<file path="src/rtl/div_seq.sv">
// Multicycle signed restoring divider: one quotient bit per cycle, MIPS div semantics.
// Quotient on LO, remainder on HI; DivStop/DivZero are single-cycle registered pulses.
module div_seq #(
  parameter int DATA_W = 32
) (
  input  logic              clk,
  input  logic              reset,
  input  logic              DivCtrl,
  input  logic [DATA_W-1:0] A,
  input  logic [DATA_W-1:0] B,
  output logic              DivZero,
  output logic              DivStop,
  output logic [DATA_W-1:0] HI,
  output logic [DATA_W-1:0] LO
);

  localparam int CNT_W = $clog2(DATA_W + 1);
  localparam logic [CNT_W-1:0]  LAST_ITER = CNT_W'(DATA_W - 1);
  localparam logic [CNT_W-1:0]  CNT_ONE   = CNT_W'(1);
  localparam logic [DATA_W-1:0] ONE       = {{(DATA_W-1){1'b0}}, 1'b1};
  localparam logic [DATA_W-1:0] ZERO      = {DATA_W{1'b0}};

  typedef enum logic [1:0] {
    ST_IDLE = 2'd0,
    ST_RUN  = 2'd1,
    ST_DONE = 2'd2
  } state_t;

  state_t            state_r, state_next_s;
  logic [CNT_W-1:0]  cnt_r;
  logic [DATA_W-1:0] rem_r, quot_r, dvsr_r;
  logic              sign_q_r, sign_r_r;
  logic [DATA_W-1:0] hi_r, lo_r;
  logic              div_zero_r, div_stop_r;
  logic              b_nonzero_s;
  logic [DATA_W:0]   shifted_s, diff_s;

  // Two's complement negate; -MIN wraps back to MIN, which gives the MIPS overflow result.
  function automatic logic [DATA_W-1:0] negate(input logic [DATA_W-1:0] x);
    return ~x + ONE;
  endfunction

  // Magnitude as an unsigned value, so MIN maps to 2^(DATA_W-1).
  function automatic logic [DATA_W-1:0] magnitude(input logic [DATA_W-1:0] x);
    return x[DATA_W-1] ? negate(x) : x;
  endfunction

  assign b_nonzero_s = |B;
  assign shifted_s   = {rem_r, quot_r[DATA_W-1]};
  assign diff_s      = shifted_s - {1'b0, dvsr_r};

  assign DivZero = div_zero_r;
  assign DivStop = div_stop_r;
  assign HI      = hi_r;
  assign LO      = lo_r;

  // State register
  always_ff @(posedge clk or posedge reset) begin
    if (reset) begin
      state_r <= ST_IDLE;
    end else begin
      state_r <= state_next_s;
    end
  end

  // Next-state logic
  always_comb begin
    state_next_s = state_r;
    case (state_r)
      ST_IDLE: begin
        if (DivCtrl && b_nonzero_s) begin
          state_next_s = ST_RUN;
        end else begin
          state_next_s = ST_IDLE;
        end
      end
      ST_RUN: begin
        if (cnt_r == LAST_ITER) begin
          state_next_s = ST_DONE;
        end else begin
          state_next_s = ST_RUN;
        end
      end
      ST_DONE: state_next_s = ST_IDLE;
      default: state_next_s = ST_IDLE;
    endcase
  end

  // Operand capture, iteration datapath and result/pulse registers
  always_ff @(posedge clk or posedge reset) begin
    if (reset) begin
      cnt_r      <= {CNT_W{1'b0}};
      rem_r      <= ZERO;
      quot_r     <= ZERO;
      dvsr_r     <= ZERO;
      sign_q_r   <= 1'b0;
      sign_r_r   <= 1'b0;
      hi_r       <= ZERO;
      lo_r       <= ZERO;
      div_zero_r <= 1'b0;
      div_stop_r <= 1'b0;
    end else begin
      div_zero_r <= 1'b0;
      div_stop_r <= 1'b0;
      case (state_r)
        ST_IDLE: begin
          if (DivCtrl && !b_nonzero_s) begin
            div_zero_r <= 1'b1;
          end else if (DivCtrl) begin
            quot_r   <= magnitude(A);
            dvsr_r   <= magnitude(B);
            rem_r    <= ZERO;
            sign_q_r <= A[DATA_W-1] ^ B[DATA_W-1];
            sign_r_r <= A[DATA_W-1];
            cnt_r    <= {CNT_W{1'b0}};
          end else begin
            cnt_r <= cnt_r;
          end
        end
        ST_RUN: begin
          // diff_s MSB set means the trial subtraction went negative: keep the shifted remainder.
          rem_r  <= diff_s[DATA_W] ? shifted_s[DATA_W-1:0] : diff_s[DATA_W-1:0];
          quot_r <= {quot_r[DATA_W-2:0], ~diff_s[DATA_W]};
          cnt_r  <= cnt_r + CNT_ONE;
        end
        ST_DONE: begin
          lo_r       <= sign_q_r ? negate(quot_r) : quot_r;
          hi_r       <= sign_r_r ? negate(rem_r) : rem_r;
          div_stop_r <= 1'b1;
        end
        default: begin
          div_zero_r <= 1'b0;
          div_stop_r <= 1'b0;
        end
      endcase
    end
  end

endmodule

</file>
<file path="config.mk">
export PLATFORM = sky130hd
export DESIGN_NAME = div_seq
export DESIGN_NICKNAME = d
export VERILOG_FILES = /design/src/rtl/div_seq.sv
export SDC_FILE = /design/constraint.sdc
export NUM_CORES = 1
export LEC_CHECK = 0
export CORE_MARGIN = 2
export CORE_UTILIZATION = 28
export DETAILED_ROUTE_END_ITERATION = 8
export GPL_TIMING_DRIVEN = 0
export PLACE_DENSITY = 0.44
export SYNTH_ARGS = -nofsm -noshare
export SYNTH_HDL_FRONTEND = slang
export SYNTH_SLANG_ARGS = --single-unit
</file>
<file path="constraint.sdc">
create_clock -name clk -period 7.29 [get_ports clk]
set_input_delay 1.0935 -clock clk [delete_from_list [all_inputs] [get_ports clk]]
set_output_delay 1.0935 -clock clk [all_outputs]
set_load 0.03 [all_outputs]
</file>
After elaboration in Yosys (flattened, before gate mapping)
Index checks and enable logic that the tools add are counted.
{"block": "word_totals", "elab_cells": 57, "ff_bits": 172, "output_inout_bits": 66}
{"block": "op_classes", "mux": 20, "add_sub_neg": 6, "n_reduce_logical": 8, "bitwise_logic": 7, "n_eq_ne": 5}
{"op": "$mux W32", "n": 9}
{"op": "$add A32 B1 Y32 const B", "n": 4}
{"op": "$not A32 Y32", "n": 4}
{"op": "$pmux W32 S2", "n": 2}
{"op": "$sub A33 B32 Y33", "n": 1}
{"op": "$reduce_or A32 Y1", "n": 1}
{"op": "$mux W6", "n": 2}
{"op": "$pmux W6 S2", "n": 1}
{"op": "$add A6 B1 Y6 const B", "n": 1}
{"op": "$eq A6 B5 Y1 const B", "n": 1}
{"op": "$reduce_and A3 Y1", "n": 2}
{"op": "$mux W1", "n": 4}
{"op": "$ne A2 B2 Y1 const B", "n": 2}
{"op": "$pmux W2 S2", "n": 1}
{"op": "$eq A2 B1 Y1 const B", "n": 1}
{"op": "$eq A2 B2 Y1 const B", "n": 1}
{"op": "$logic_and A1 B1 Y1", "n": 2}
{"op": "$logic_not A2 Y1", "n": 1}
{"op": "$mux W2", "n": 1}
{"op": "$not A1 Y1", "n": 2}
{"op": "$reduce_bool A2 Y1", "n": 1}
{"op": "$logic_not A1 Y1", "n": 1}
{"op": "$xor A1 B1 Y1", "n": 1}

Depth between registers and ports, before layout
{"block": "logic_depth", "depth_word": 6, "mapped_depth": 14, "ltp_nobuf": 12}

Worst setup path before layout
OpenSTA, ideal clock, no wires.
{"block": "synth_path", "path_type": "input to register", "startpoint": "input port B[13]", "endpoint": "register dvsr_r[28]", "slack_ps": 3808, "setup_ps": 131, "n_path_buf": 0, "cell_stages": 8, "t_arrival_ps": 3350, "path_cell_list": "or3_4 > or3_4 > or4_4 > or3_4 > or3_4 > o21ai_2 > xor2_1 > o21ai_1"}
{"block": "synth_between", "elab_chain_len": 5}
{"element": "start: declaration", "line": "10", "source": "input logic [DATA_W-1:0] B,"}
{"element": "parallel branches: the longest is 5 deep, another holds $add A32 B1 Y32"}
{"element": "end signal: assignment", "line": "111", "source": "dvsr_r <= magnitude(B);"}
{"element": "end: declaration", "line": "31", "source": "logic [DATA_W-1:0] rem_r, quot_r, dvsr_r;"}
Parallel ways; which one is timed is not known.
A chain may end at the register's enable or synchronous reset.

Worst setup path after layout
{"block": "layout_path", "startpoint": "input port B[2]", "endpoint": "register quot_r[20]"}
{"block": "layout_between", "elab_chain_len": 5}
{"element": "$reduce_or A32 Y1", "line": "48", "source": "assign b_nonzero_s = |B;"}
{"element": "$logic_not A1 Y1", "line": "107", "source": "if (DivCtrl && !b_nonzero_s) begin"}
{"element": "$logic_and A1 B1 Y1", "line": "107"}
{"element": "$ne A2 B2 Y1 (no line)"}
{"element": "$reduce_and A3 Y1 (no line)"}
{"element": "end signal: assignment", "line": "110", "source": "quot_r <= magnitude(A);"}
{"element": "end signal: assignment", "line": "123", "source": "quot_r <= {quot_r[DATA_W-2:0], ~diff_s[DATA_W]};"}
{"element": "end: declaration", "line": "31"}
Every way passes these cells.

==> qor.csv <==
metric,value,unit
p_leak,0.00559,µW
cp.arrival,4.61,ns
drive_gt1_share,3.85,%
initialDrtViolationCount,581,
async_flop_share,100,%
synth_top_area_share,39.4,%
die_h,202,µm
clk_latency,0.45,ns
hpwlAfterDp,27800,µm
grt_pass1_vias,9416,
ios,133,
synth_common_cells,"nand2_1 (193), dfrtp_1 (172), o21ai_0 (171), xor2_1 (79), xnor2_1 (72)",
crit_type,in -> reg,
antenna_found_initial,0,
grt_util_met3,3.17,%
ir_drop,0.228,mV
synth_most_common_cell,nand2_1,
rsz0062_at_grt,no,
ys_warn_count,0,
dieArea,40600,µm²
clock-sinks,172,
synth.distinct_cells,66,
final.setup.tns,0,ns
drv_slew,0,
path_max_fanout,10,
hold_viol,0,
core-area,38600,µm²
p_int,3190,µW
swShare,47.0,%
areaGrowthSynthToFinish,23.5,%
avgViaCountPerCell,4.90,
initial_core_util,28.3,%
synthTopCellsByArea,"dfrtp_1 (39%), o21ai_0 (7.8%), nand2_1 (6.6%), xor2_1 (6.3%), xnor2_1 (5.8%)",
synthFlopType,dfrtp_1,
hp-class,reg -> reg,
grtUsageMet2,27.0,%
status,completed,
fin_skew,0.0144,ns
synth.avg_cell_area,8.63,µm²
track_usage,17.6,%
cts_made_buffers,17,
gp_congestion,0.841,
syn_inst,1266,
worstPathRequired,7.60,ns
num_antenna_cells,0,
clkTransAtPathRegs,0.07,ns
avgRoutedWirePerCell,18.0,µm
cts_resized,0,
max_cap_violations,0,
synth_edf_count,0,
grt_max_degree,103,
tightest_slew,0.745,ns
die_w,202,µm
ctsRootBufferMaster,clkbuf_16,
combPwrFrac,56.6,%
met1_usage,25.6,%
slew_headroom,50.3,%
io_buffer_count,131,
cts_hold_buf,0,
top_usage_layer,met2,
rows,72,
power.share.clock,15.2,%
grt_pass1_wl,55600,µm
dp_cells,1916,
drc,0,
fmax,0.232,GHz
synth_fp_nets,1371,
setup_viol,0,
period_minus_slack,4.30,ns
ys_seq_area_share,39.4,%
cts_tree,yes,
instances_no_fill,1948,
first_pass_iters,5,
wirelength,35100,µm
end_kind,register,
syn_area,10900,µm²
switchingPower,2830,µW
vias,9538,
p_per_area,446,nW/µm²
detail-route-antenna-nets,0,
ys_seq_elements,172,
cts.path.max_buffers,2,
yosysTopAreaCell,dfrtp_1,
htreeDepth,4,
seqPwrFrac,28.2,%
postCtsSetupRepairBufs,0,
setup.worst_path.start_class,input port,
grt_overflow,0,
nNetsFinal,1522,
finalCritPeriodShare,59.0,%
[power by group through the flow]
| stage | combinational [µW] | sequential (µW) | clock [µW] |
|---|---|---|---|
| 6_report | 3410 | 1690 | 914 |
| 5_1_grt | 3850 | 1740 | 977 |
| 4_1_cts | 3430 | 1690 | 946 |
| 3_5_place_dp | 3420 | 1710 | 0 |
| 3_3_place_gp | 3390 | 1700 | 0 |
| 2_1_floorplan | 2570 | 1540 | 0 |
[through the flow]
stage	power [µW]	worst slack, ns	hold slack, ns	utilization (%)	instance area (µm²)
floorplan	4110	1.54	0.450	-	10900
global placement	5090	-1.39	0.465	33.4	12900
detailed placement	5130	2.48	0.472	33.5	12900
CTS	6060	2.96	0.488	35.0	13500
global route	6570	2.71	0.507	35.0	13500
finish	6020	2.99	0.477	35.0	13500
[flip-flops by register name (all words and copies together) (netlist names)]
register	count
sign_q_r	1
quot_r	32
dvsr_r	32
LO	32
state_r	2
HI	32
rem_r	32
DivZero	1
sign_r_r	1
DivStop	1
cnt_r	6
[layer usage]
| layer | vias to the layer above | routed length, µm |
|---|---|---|
| met5 | - | 0 |
| met4 | 0 | 349 |
| met3 | 17 | 1480 |
| met2 | 174 | 15600 |
| met1 | 4550 | 17700 |
| li1 | 4797 | - |
[final cells by class]
class | count | area [µm²]
sequential | 172 | 4300
clock inverter | 11 | 109
buffer | 69 | 265
tap | 518 | 648
timing repair buffer | 132 | 1340
inverter | 65 | 251
fill | 4124 | 25100
multi-input combinational | 960 | 6120
clock buffer | 21 | 460
[cells by family (layout without fill, tap and decap cells)]
group / Yosys count / count (layout) / synth area share [%]
simple gates: 391 / 391 / 17.1
flops: 172 / 172 / 39.4
fa+ha+maj: 38 / 38 / 4.42
buf+inv: 134 / 298 / 4.66
xor+xnor: 151 / 151 / 12.1
compound gates: 364 / 364 / 20.9
mux: 16 / 16 / 1.47
[worst paths after layout]
kind / start / endpoint / slack, ns / cells past startpoint
max: B[2] / quot_r[20] / 2.99 / 11
min: HI[24] / HI[24] / 0.48 / 2
max reg2reg: quot_r[31] / rem_r[30] / 3.23 / 14
min reg2reg: HI[24] / HI[24] / 0.48 / 2
max in group asynchronous: reset / HI[13] / 5.30 / 3
min in group asynchronous: reset / quot_r[4] / 1.08 / 2
[worst max-delay path, cell delays in order]
cell,delay (ns)
clkdlybuf4s50_1,0.52
nor4_2,0.46
nand3b_1,0.27
nor3_1,0.40
nand4_1,0.27
a21oi_1,0.25
or2_2,0.13
clkbuf_1,0.26
buf_2,0.29
buf_1,0.47
o21ai_0,0.18
[cell usage in the layout (no fill, tap or decap), types with 6 or more instances in the layout]
cell / netlist / final
mux2i_1: 16 / 16
ha_1: 37 / 37
inv_1: 65 / 64
o31ai_1: 29 / 29
or3_1: 16 / 16
nand2_1: 193 / 193
o311ai_0: 14 / 14
o41ai_1: 13 / 13
nand4_1: 6 / 6
a21o_1: 15 / 15
or4_1: 13 / 13
nor2_1: 46 / 46
or2_2: 6 / 6
buf_1: 7 / 7
nand3_1: 29 / 29
clkbuf_16: 0 / 17
o21ai_1: 6 / 6
a222oi_1: 18 / 18
nor4_1: 8 / 8
xnor2_1: 72 / 72
clkdlybuf4s50_1: 0 / 131
clkbuf_1: 57 / 59
nand2b_1: 21 / 21
o21ai_0: 171 / 171
and3_1: 8 / 8
a21oi_1: 47 / 47
xor2_1: 79 / 79
dfrtp_1: 172 / 172
nor3_1: 12 / 12
nor2b_1: 11 / 11
Note: power is estimated with default switching activity, not from simulation.
